$ cat src/rtl/rom_fill_scheduler.sv
// Streams a fixed ROM value segment into per-channel value FIFOs, one address per cycle, round-robin.
// Optional FETCH_SKIP_FULL_EN: work-conserving arbitration that skips full channels; default is strict order.
module rom_fill_scheduler #(
  parameter int CHANNEL_NUM = 4,
  parameter int ADDR_W      = 16,
  parameter int VAL_START   = 0,
  parameter int VAL_COUNT   = 3971
) (
  input  logic                   clk,
  input  logic                   rst,
  input  logic                   start,
  output logic [ADDR_W-1:0]      rom_addr,
  input  logic [7:0]             rom_data,
  input  logic [CHANNEL_NUM-1:0] fifo_full,
  output logic [CHANNEL_NUM-1:0] fifo_wr,
  output logic [7:0]             fifo_din,
  output logic                   busy,
  output logic                   done
);

  localparam int PW = $clog2(CHANNEL_NUM);

  typedef enum logic [1:0] {IDLE, ISSUE, DRAIN, DONE} state_t;

  state_t                 state, state_nxt;
  logic [ADDR_W-1:0]      addr;
  logic [ADDR_W:0]        remaining;
  logic [PW-1:0]          rr_ptr;
  logic [CHANNEL_NUM-1:0] eligible;
  logic [CHANNEL_NUM-1:0] grant;
  logic                   gnt_vld;
  logic [PW-1:0]          gnt_idx;
  logic                   issue;
  logic                   last_issue;

  // The channel written this cycle was granted last cycle; its full flag has not caught up yet.
  assign eligible = ~fifo_full & ~fifo_wr;

`ifdef FETCH_SKIP_FULL_EN
  logic [PW-1:0] cand;

  always_comb begin
    gnt_vld = 1'b0;
    gnt_idx = rr_ptr;
    cand    = rr_ptr;
    for (int i = 0; i < CHANNEL_NUM; i++) begin
      cand = PW'((int'(rr_ptr) + i) % CHANNEL_NUM);
      if (!gnt_vld && eligible[cand]) begin
        gnt_vld = 1'b1;
        gnt_idx = cand;
      end
    end
  end
`else
  always_comb begin
    gnt_idx = rr_ptr;
    gnt_vld = eligible[rr_ptr];
  end
`endif

  assign issue      = (state == ISSUE) && gnt_vld;
  assign last_issue = issue && (remaining == (ADDR_W+1)'(1));
  assign grant      = issue ? (CHANNEL_NUM'(1) << gnt_idx) : '0;

  always_comb begin
    state_nxt = state;
    case (state)
      IDLE:    if (start) state_nxt = ISSUE;
      ISSUE:   if (last_issue) state_nxt = DRAIN;
      DRAIN:   state_nxt = DONE;
      DONE:    state_nxt = IDLE;
      default: state_nxt = IDLE;
    endcase
  end

  always_ff @(posedge clk or posedge rst) begin
    if (rst) begin
      state     <= IDLE;
      addr      <= ADDR_W'(VAL_START);
      remaining <= (ADDR_W+1)'(VAL_COUNT);
      rr_ptr    <= '0;
      fifo_wr   <= '0;
    end else begin
      state   <= state_nxt;
      fifo_wr <= grant;
      if (state == IDLE) begin
        addr      <= ADDR_W'(VAL_START);
        remaining <= (ADDR_W+1)'(VAL_COUNT);
        rr_ptr    <= '0;
      end else if (issue) begin
        remaining <= remaining - (ADDR_W+1)'(1);
        // Hold on the final address so the segment end never wraps the counter.
        if (!last_issue) addr <= addr + ADDR_W'(1);
        rr_ptr <= (gnt_idx == PW'(CHANNEL_NUM - 1)) ? '0 : gnt_idx + PW'(1);
      end
    end
  end

  assign rom_addr = addr;
  assign fifo_din = rom_data;
  assign busy     = (state == ISSUE) || (state == DRAIN);
  assign done     = (state == DONE);

endmodule

$ cat config.mk
export PLATFORM = sky130hd
export DESIGN_NAME = rom_fill_scheduler
export DESIGN_NICKNAME = d
export VERILOG_FILES = /design/src/rtl/rom_fill_scheduler.sv
export SDC_FILE = /design/constraint.sdc
export NUM_CORES = 1
export LEC_CHECK = 0
export CAP_MARGIN = 20
export CORE_MARGIN = 2
export CORE_UTILIZATION = 55
export DETAILED_ROUTE_END_ITERATION = 8
export PLACE_DENSITY = 0.81
export SYNTH_ARGS = -nofsm -noshare
export SYNTH_HDL_FRONTEND = slang
export SYNTH_SLANG_ARGS = --single-unit
export TNS_END_PERCENT = 50
$ cat constraint.sdc
create_clock -name clk -period 5.5 [get_ports clk]
set_clock_uncertainty 0.15 [all_clocks]
set_input_delay 1.375 -clock clk [delete_from_list [all_inputs] [get_ports clk]]
set_output_delay 1.375 -clock clk [all_outputs]
set_load 0.02 [all_outputs]
Word level (Yosys, flattened, before mapping)
Index checks and enable logic that the tools add are counted.
{"block": "classes", "n_mux": 14, "shifts": 1, "n_bitwise": 3, "n_reduce_logical": 7, "n_addsub": 3, "n_eq_ne": 8, "magnitude_cmp": 1}
{"op": "$mux W16", "n": 3}
{"op": "$mux W17", "n": 2}
{"op": "$eq A17 B1 Y1 const B", "n": 1}
{"op": "$sub A17 B1 Y17 const B", "n": 1}
{"op": "$add A16 B1 Y16 const B", "n": 1}
{"op": "$mux W2", "n": 5}
{"op": "$not A4 Y4", "n": 2}
{"op": "$pmux W2 S4", "n": 1}
{"op": "$eq A2 B2 Y1 const B", "n": 3}
{"op": "$and A4 B4 Y4", "n": 1}
{"op": "$mux W4", "n": 1}
{"op": "$ne A2 B2 Y1 const B", "n": 2}
{"op": "$reduce_and A2 Y1", "n": 2}
{"op": "$shl A1 B2 Y4 const A", "n": 1}
{"op": "$lt A2 B3 Y1 const B", "n": 1}
{"op": "$add A2 B1 Y2 const B", "n": 1}
{"op": "$bmux W1 S2", "n": 1}
{"op": "$eq A2 B1 Y1 const B", "n": 1}
{"op": "$logic_and A1 B1 Y1", "n": 2}
{"op": "$logic_not A2 Y1", "n": 1}
{"op": "$ne A2 B1 Y1 const B", "n": 1}
{"op": "$reduce_bool A2 Y1", "n": 1}
{"op": "$logic_or A1 B1 Y1", "n": 1}
{"op": "$mux W1", "n": 1}
{"block": "totals", "register_bits": 41, "input_bits": 15, "out_inout_bits": 30}

Depth between registers and ports, before layout
Gate-level depths: netlist (run 1).
{"block": "depth", "ltp_word": 9, "mapped_depth": 8, "ltp_nobuf": 6}

Worst setup path before layout (run 1)
Ideal clock, no wire load.
{"block": "synth_timing", "path_kind": "input to register", "startpoint": "input fifo_full[3]", "endpoint": "register addr[14] (netlist: rom_addr[14])", "stages": 6, "setup_time_ns": 0.078, "setup_slack_ns": 2.340, "arrival_ns": 2.932, "cell_sequence": "o211ai_1 o311ai_1 or4_1 clkbuf_1 or4_1 a21oi_1"}
{"block": "synth_between", "elab_chain_cells": 8, "elab_cells_between_ends": 9}
{"item": "start: declaration", "line_no": "14", "rtl": "input logic [CHANNEL_NUM-1:0] fifo_full,"}
{"item": "$not A4 Y4 *", "line_no": "37", "rtl": "assign eligible = ~fifo_full & ~fifo_wr;"}
{"item": "$and A4 B4 Y4 *", "line_no": "37"}
{"item": "$bmux W1 S2 *", "line_no": "57", "rtl": "gnt_vld = eligible[rr_ptr];"}
{"item": "$mux W1 (not written as such) *", "line_no": "57"}
{"item": "$logic_and A1 B1 Y1 *", "line_no": "61", "rtl": "assign issue = (state == ISSUE) && gnt_vld;"}
{"item": "$logic_and A1 B1 Y1", "line_no": "62", "rtl": "assign last_issue = issue && (remaining == (ADDR_W+1)'(1));"}
{"item": "$ne A2 B1 Y1 (no line)"}
{"item": "$reduce_and A2 Y1 (no line) *"}
{"item": "end signal: assignment", "line_no": "79", "rtl": "addr <= ADDR_W'(VAL_START);"}
{"item": "end signal: assignment", "line_no": "87", "rtl": "addr <= ADDR_W'(VAL_START);"}
{"item": "end signal: assignment", "line_no": "93", "rtl": "if (!last_issue) addr <= addr + ADDR_W'(1);"}
{"item": "end: declaration", "line_no": "26", "rtl": "logic [ADDR_W-1:0] addr;"}
Every way passes the cells marked *; elsewhere a longest branch is shown, timed or not. The select of a mux whose other input is x is not followed.
A chain may end at the register's enable or synchronous reset.

Worst setup path in the final report (run 1)
{"block": "layout_timing", "startpoint": "input fifo_full[3]", "endpoint": "register addr[12] (netlist: rom_addr[12])"}
Same word-level chain as after synthesis.

==> reports/metrics.cfg, run 1 <==
[sta]
finalMaxSlewViolations = 0
setup_viol = 0
slew_headroom_pct = 44.63
fin_hold_ws_ps = 419.2
fin_crit_ps = 3544
tightest_slew_ps = 820.2
finalSetupTns_ps = 0
period_share_pct = 64.44
timing.fmax_ghz = 0.2822
finalHoldViolations = 0
grt_setup_unrepaired = false

[drt]
wl_per_cell_um = 15.20
num_vias = 1826
wirelength_um = 4713
firstDrtPassIters = 4
post-route-drc-count = 0
postRouteAntennaNets = 0
routed_via_density = 5.890
drt_iter0_drc = 109

[power_and_ir_drop]
vdd_ir_drop_max_mv = 0.2205
p_int_uw = 569.6
p_sw_share_pct = 38.30
p_per_area_mw_per_mm2 = 344.6
p_seq_share_pct = 41.5
combPwrFrac_pct = 38.1
p_leak_nw = 1.081
power_switching_uw = 353.6
power.share.clock_pct = 20.4

[synth]
yosysTopAreaCell = dfrtp_1
synth_fa_ha_area_share_pct = 5.995
synthTopCellsByArea = dfrtp_1 (37%), dfstp_2 (8.0%), ha_1 (6.0%)
synth.mux.area_fraction_pct = 0.9264
yosys.area_share.simple_pct = 24.31
seq_area_frac_synth_pct = 45.07
synth-compound-area-share_pct = 12.37
synth_xor_area_share_pct = 5.341
postSynthAreaPerCell_um2 = 9.688
synth_ff_type = dfrtp_1
synth_seq_cells = 41
syn_inst = 237
syn-num-nets = 263
synthArstFlopShare_pct = 100.0
synth_top_cell_area_share_pct = 37.06
synth-edff-count = 0
yosys_warnings = 0
synthesis.area_mm2 = 0.002296
synth_cell_types = 40
synth_top_family_by_area = simple AND/OR/NAND/NOR gates

[worst_hold_path]
worstHoldPathType = flip-flop to flip-flop
min_path_cells = 2
hold_end = remaining[9]$_DFFE_PP1P_
hp-start = remaining[9]$_DFFE_PP1P_

[cts]
clockBufferDepth = 2
cts_tree = done
cts_root_buf = clkbuf_8
cts_buffers = 5
cts_setup_buffers = 0
cts.sinks = 41
cts_max_level = 2
path_clk_slew_ps = 70
cts_resized = 0
worstSkewPairLatency_ps = 290
postCtsHoldBufs = 0

[critical_path]
crit_slowest_cell = or4_1
max_stage_delay_ps = 670
critPathMaxFanout = 14
path_buf_inv = 2
cp.depth = 7
required_ps = 5560
crit_path_start_kind = input port
cpMostUsedCell = or4_1
reg2reg_to = rom_addr[12]$_DFFE_PP0P_
crit_path_cell_trace = clkdlybuf4s50_1 -> o211ai_1 -> o311ai_1 -> buf_4 -> or4_1 -> or4_1 -> a21oi_1
crit_family = simple AND/OR/NAND/NOR gates
cp-end-kind = flip-flop
reg2reg_slack_ps = 2920
rr_worst_depth = 7
crit_type = input port to flip-flop
regToRegStartpoint = state[1]$_DFFE_PP0P_
arrival_ps = 3610

[run]
cap_violations = 0

[die]
die_h_um = 68.61
core-area_mm2 = 0.004000
start_util_pct = 57.40
die_w_um = 68.61
die_area_mm2 = 0.004707
ioPinCount = 45
num_rows = 23

[placed_design]
port_buffers = 28
hpwl_um = 3275
gp_congestion = 0.7906

[finish]
areaGrowthSynthToFinish_pct = 16.68
fin_nets = 285
antenna_cells = 0
layout-drive-gt1-share_pct = 9.231

[global_route]
track_usage_pct = 22.65
grt_pass1_wl_um = 7755
antenna_found_initial = 0
grt_pass1_vias = 1621
grt_max_degree = 30
grt-ovfl-total = 0

[status]
status = finished, final reports clean

cell usage in the layout, fill, tap and decap left out, drive strengths merged, types with 9 or more instances in the layout:
| cell type | instances |
|---|---|
| ha | 11 |
| nor2 | 17 |
| or4 | 13 |
| clkdlybuf4s50 | 28 |
| a21oi | 20 |
| o31ai | 11 |
| xnor2 | 11 |
| inv | 9 |
| nand2 | 10 |
| nand3 | 10 |
| dfrtp | 34 |
| nor3 | 10 |
worst max path at each step:
stage	startpoint	endpoint	slack [ps]
after floorplan	fifo_full[3]	rom_addr[14]$_DFFE_PP0P_	2340
after global placement	fifo_full[3]	rom_addr[9]$_DFFE_PP0P_	1710
after detailed placement	fifo_full[3]	rom_addr[15]$_DFFE_PP0P_	1650
after CTS	fifo_full[3]	rom_addr[12]$_DFFE_PP0P_	1950
after global routing	fifo_full[3]	rom_addr[11]$_DFFE_PP0P_	1820
final	fifo_full[3]	rom_addr[12]$_DFFE_PP0P_	1960
state kept, by name, summed over array words and instances, names as in the netlist:
signal	flops
gnt_idx	2
fifo_wr	4
rom_addr	16
state	2
remaining	17
metal layers:
layer | global-route usage (%) | wire length [µm] | vias to the layer above
li1 | - | - | 892
met1 | 31.04 | 2191 | 884
met2 | 34.50 | 2243 | 42
met3 | 5.682 | 207 | 8
met4 | 8.500 | 71 | 0
met5 | 0 | 0 | -
per-stage QoR:
| stage | std cells | utilization (%) | power, mW | setup WS, ps | cell area, µm² |
|---|---|---|---|---|---|
| 2_1_floorplan | 237 | - | 0.6275 | 2340 | 2296 |
| 3_3_place_gp | 299 | 63.93 | 0.7187 | 1713 | 2557 |
| 3_5_place_dp | 299 | 63.93 | 0.7277 | 1646 | 2557 |
| 4_1_cts | 307 | 65.97 | 0.9260 | 1953 | 2639 |
| 5_1_grt | 310 | 66.97 | 0.9869 | 1823 | 2679 |
| 6_report | 310 | 66.97 | 0.9232 | 1956 | 2679 |
power groups by stage:
stage	combinational [mW]	clock [mW]	sequential (mW)
global route	0.388	0.210	0.390
global placement	0.332	0	0.387
CTS	0.350	0.193	0.383
floorplan	0.237	0	0.391
detailed placement	0.341	0	0.387
finish	0.352	0.188	0.383
worst reg2reg max path: stages (launching register included):
cell	delay, ps
dfrtp_1	420
inv_1	90
ha_1	230
o311ai_1	120
buf_4	200
or4_1	670
or4_1	450
a21oi_1	170
Yosys cell counts (2+ instances only):
master	n
o31ai_1	11
o211ai_1	2
nor3_1	10
o21ai_0	5
buf_4	8
o311ai_0	2
xor2_1	3
nand2b_1	4
a21oi_1	20
nor4_1	3
dfrtp_1	34
buf_2	2
nand2_1	10
nor2_1	17
nand3b_1	2
nand4_1	2
nand4b_1	2
clkbuf_1	8
ha_1	11
xnor2_1	11
or2_2	2
nand3_1	10
dfstp_2	7
or3_1	8
and3_1	8
or4_1	13
inv_1	9
cell families after synthesis:
family	after synthesis
compound gates	45
xor+xnor	14
fa+ha+maj	11
buf+inv	28
flops	41
mux	2
simple gates	96
final cells by class:
class                           count  area (µm²)
Inverter                            9       33.78
Clock inverter                      1       5.005
Clock buffer                        7       76.32
Fill cell                         326        1321
Sequential cell                    41        1035
Timing Repair Buffer               34       342.8
Tap cell                           50       62.56
Multi-Input combinational cell    168        1124
Note: power is estimated with default switching activity, not from simulation.
==> run 2, diff against run 1 <==
--- a/config.mk
+++ b/config.mk
@@ -7,9 +7,9 @@
 export LEC_CHECK = 0
 export CAP_MARGIN = 20
 export CORE_MARGIN = 2
-export CORE_UTILIZATION = 55
+export CORE_UTILIZATION = 52
 export DETAILED_ROUTE_END_ITERATION = 8
-export PLACE_DENSITY = 0.81
+export PLACE_DENSITY = 0.77
 export SYNTH_ARGS = -nofsm -noshare
 export SYNTH_HDL_FRONTEND = slang
 export SYNTH_SLANG_ARGS = --single-unit
==> constraint.sdc (replaced) <==
create_clock -name clk -period 3.65 [get_ports clk]
set_clock_uncertainty 0.15 [all_clocks]
set_input_delay 0.9125 -clock clk [delete_from_list [all_inputs] [get_ports clk]]
set_output_delay 0.9125 -clock clk [all_outputs]
set_load 0.02 [all_outputs]
==> reports/metrics.cfg, run 2 (synthesized netlist as in run 1, its figures left out) <==
[status]
status = finished, final reports clean

[finish]
largest-register = remaining
final_util_pct = 63.61
largest_register_ffs = 17
areaGrowthSynthToFinish_pct = 18.96
mostFrequentLayoutCells = dfrtp_1 (34), clkdlybuf4s50_1 (28), a21oi_1 (20)
antenna_cells = 0
fin_nets = 286
instances_no_fill = 313
final_common_cell = dfrtp_1
layout-drive-gt1-share_pct = 10.34

[critical_path]
crit_type = input port to flip-flop
crit_family = simple AND/OR/NAND/NOR gates
arrival_ps = 3110
crit_slowest_cell = or4_1
path_buf_inv = 1
cp-end-kind = flip-flop
crit_path_cell_trace = clkdlybuf4s50_1 -> o211ai_1 -> o311ai_1 -> or4_1 -> or4_1 -> a21oi_1
max_stage_delay_ps = 730
crit_path_start_kind = input port
critPathMaxFanout = 10
cpMostUsedCell = or4_1
required_ps = 3710

[sta]
grt_setup_unrepaired = false
finalSetupTns_ps = 0
finalMaxSlewViolations = 0
slew_headroom_pct = 48.42
period_share_pct = 83.77
fin_crit_ps = 3058
timing.fmax_ghz = 0.3271
tightest_slew_ps = 770.3
setup_viol = 0
finalHoldViolations = 0
fin_ws_ps = 592.5

[power_and_ir_drop]
p_seq_share_pct = 37.5
p_leak_nw = 1.106
vdd_ir_drop_max_mv = 0.5410
p_int_uw = 1000
power.share.clock_pct = 28.7
p_sw_share_pct = 34.76
combPwrFrac_pct = 33.8
power_switching_uw = 532.9
p_per_area_mw_per_mm2 = 561.2

[drt]
firstDrtPassIters = 4
num_vias = 1822
drt_iter0_drc = 124
postRouteAntennaNets = 0
post-route-drc-count = 0
wirelength_um = 4691
wl_per_cell_um = 14.99
routed_via_density = 5.821

[global_route]
grt-ovfl-total = 0
grt_pass1_vias = 1767
antenna_found_initial = 0
grt_max_degree = 42
track_usage_pct = 20.29
grt_pass1_wl_um = 8169

[die]
core-area_mm2 = 0.004294
ioPinCount = 45
die_area_mm2 = 0.004963
num_rows = 24
die_h_um = 70.45
start_util_pct = 53.47
die_w_um = 70.45

[cts]
path_clk_slew_ps = 90
cts_resized = 0
worstSkewPairLatency_ps = 290
cts.sinks = 41
cts_root_buf = clkbuf_8
cts_setup_buffers = 0
cts_max_level = 2
cts_tree = done
cts_buffers = 5
postCtsHoldBufs = 0
clockBufferDepth = 2

[placed_design]
gp_congestion = 0.7835
dp_slack_ps = 279.1
port_buffers = 28
hpwl_um = 3231
placed_cells = 305

[run]
cap_violations = 0

[worst_hold_path]
worstHoldPathType = flip-flop to flip-flop

## run 2: cell types whose count changed in the layout (fill, tap and decap cells not counted), sizes merged
cell and change:
clkbuf -3, bufinv +2, inv +1, buf +1
clkinv -1, clkdlybuf4s15 +1
## run 2: final timing paths
check / startpoint / endpoint / slack (ps) / depth (start not counted)
worst min register to register: remaining[4]$_DFFE_PP0P_ / remaining[4]$_DFFE_PP0P_ / 410 / 2
worst max-delay path: fifo_full[3] / rom_addr[11]$_DFFE_PP0P_ / 590 / 6
worst max register to register: remaining[5]$_DFFE_PP0P_ / state[1]$_DFFE_PP0P_ / 1100 / 5
max in group asynchronous: rst / remaining[0]$_DFFE_PP1P_ / 2090 / 3
min in group asynchronous: rst / rom_addr[0]$_DFFE_PP0P_ / 890 / 3
worst min-delay path: remaining[4]$_DFFE_PP0P_ / remaining[4]$_DFFE_PP0P_ / 410 / 2
## run 2: power groups by stage
stage	Combinational, mW	Clock (mW)	Sequential (mW)
after global placement	0.506	0	0.581
final	0.518	0.440	0.575
after floorplan	0.356	0	0.589
after global routing	0.580	0.468	0.586
after detailed placement	0.520	0	0.584
after CTS	0.524	0.449	0.576
## run 2: area by class of cell
cell class | instances | area (µm²)
tap | 52 | 65.06
timing repair buffer | 35 | 336.6
clock inverter | 3 | 68.82
clock buffer | 5 | 68.82
multi-input combinational | 168 | 1124
sequential | 41 | 1035
inverter | 9 | 33.78
fill | 363 | 1563
## run 2: layer usage
metal	routed length [µm]	up-vias	part of all wire, %	GRT usage, %
li1	-	898	-	-
met1	2193	878	47	27.48
met2	2259	40	48	33.02
met3	183	6	3.9	3.608
met4	55	0	1.2	6.410
met5	0	-	0	0
## run 2: worst min-delay path, stage by stage, from the launching register on
cell     delay [ps]
dfrtp_1         390
o31ai_1          70
a21oi_1          60
## run 2: per-stage QoR
step                total power [mW]  cell area (µm²)  hold slack [ps]
floorplan                     0.9455             2296            360.9
global placement               1.086             2582            375.9
detailed placement             1.104             2594            392.9
CTS                            1.548             2731            407.9
global route                   1.633             2731            433.7
finish                         1.533             2731            409.8
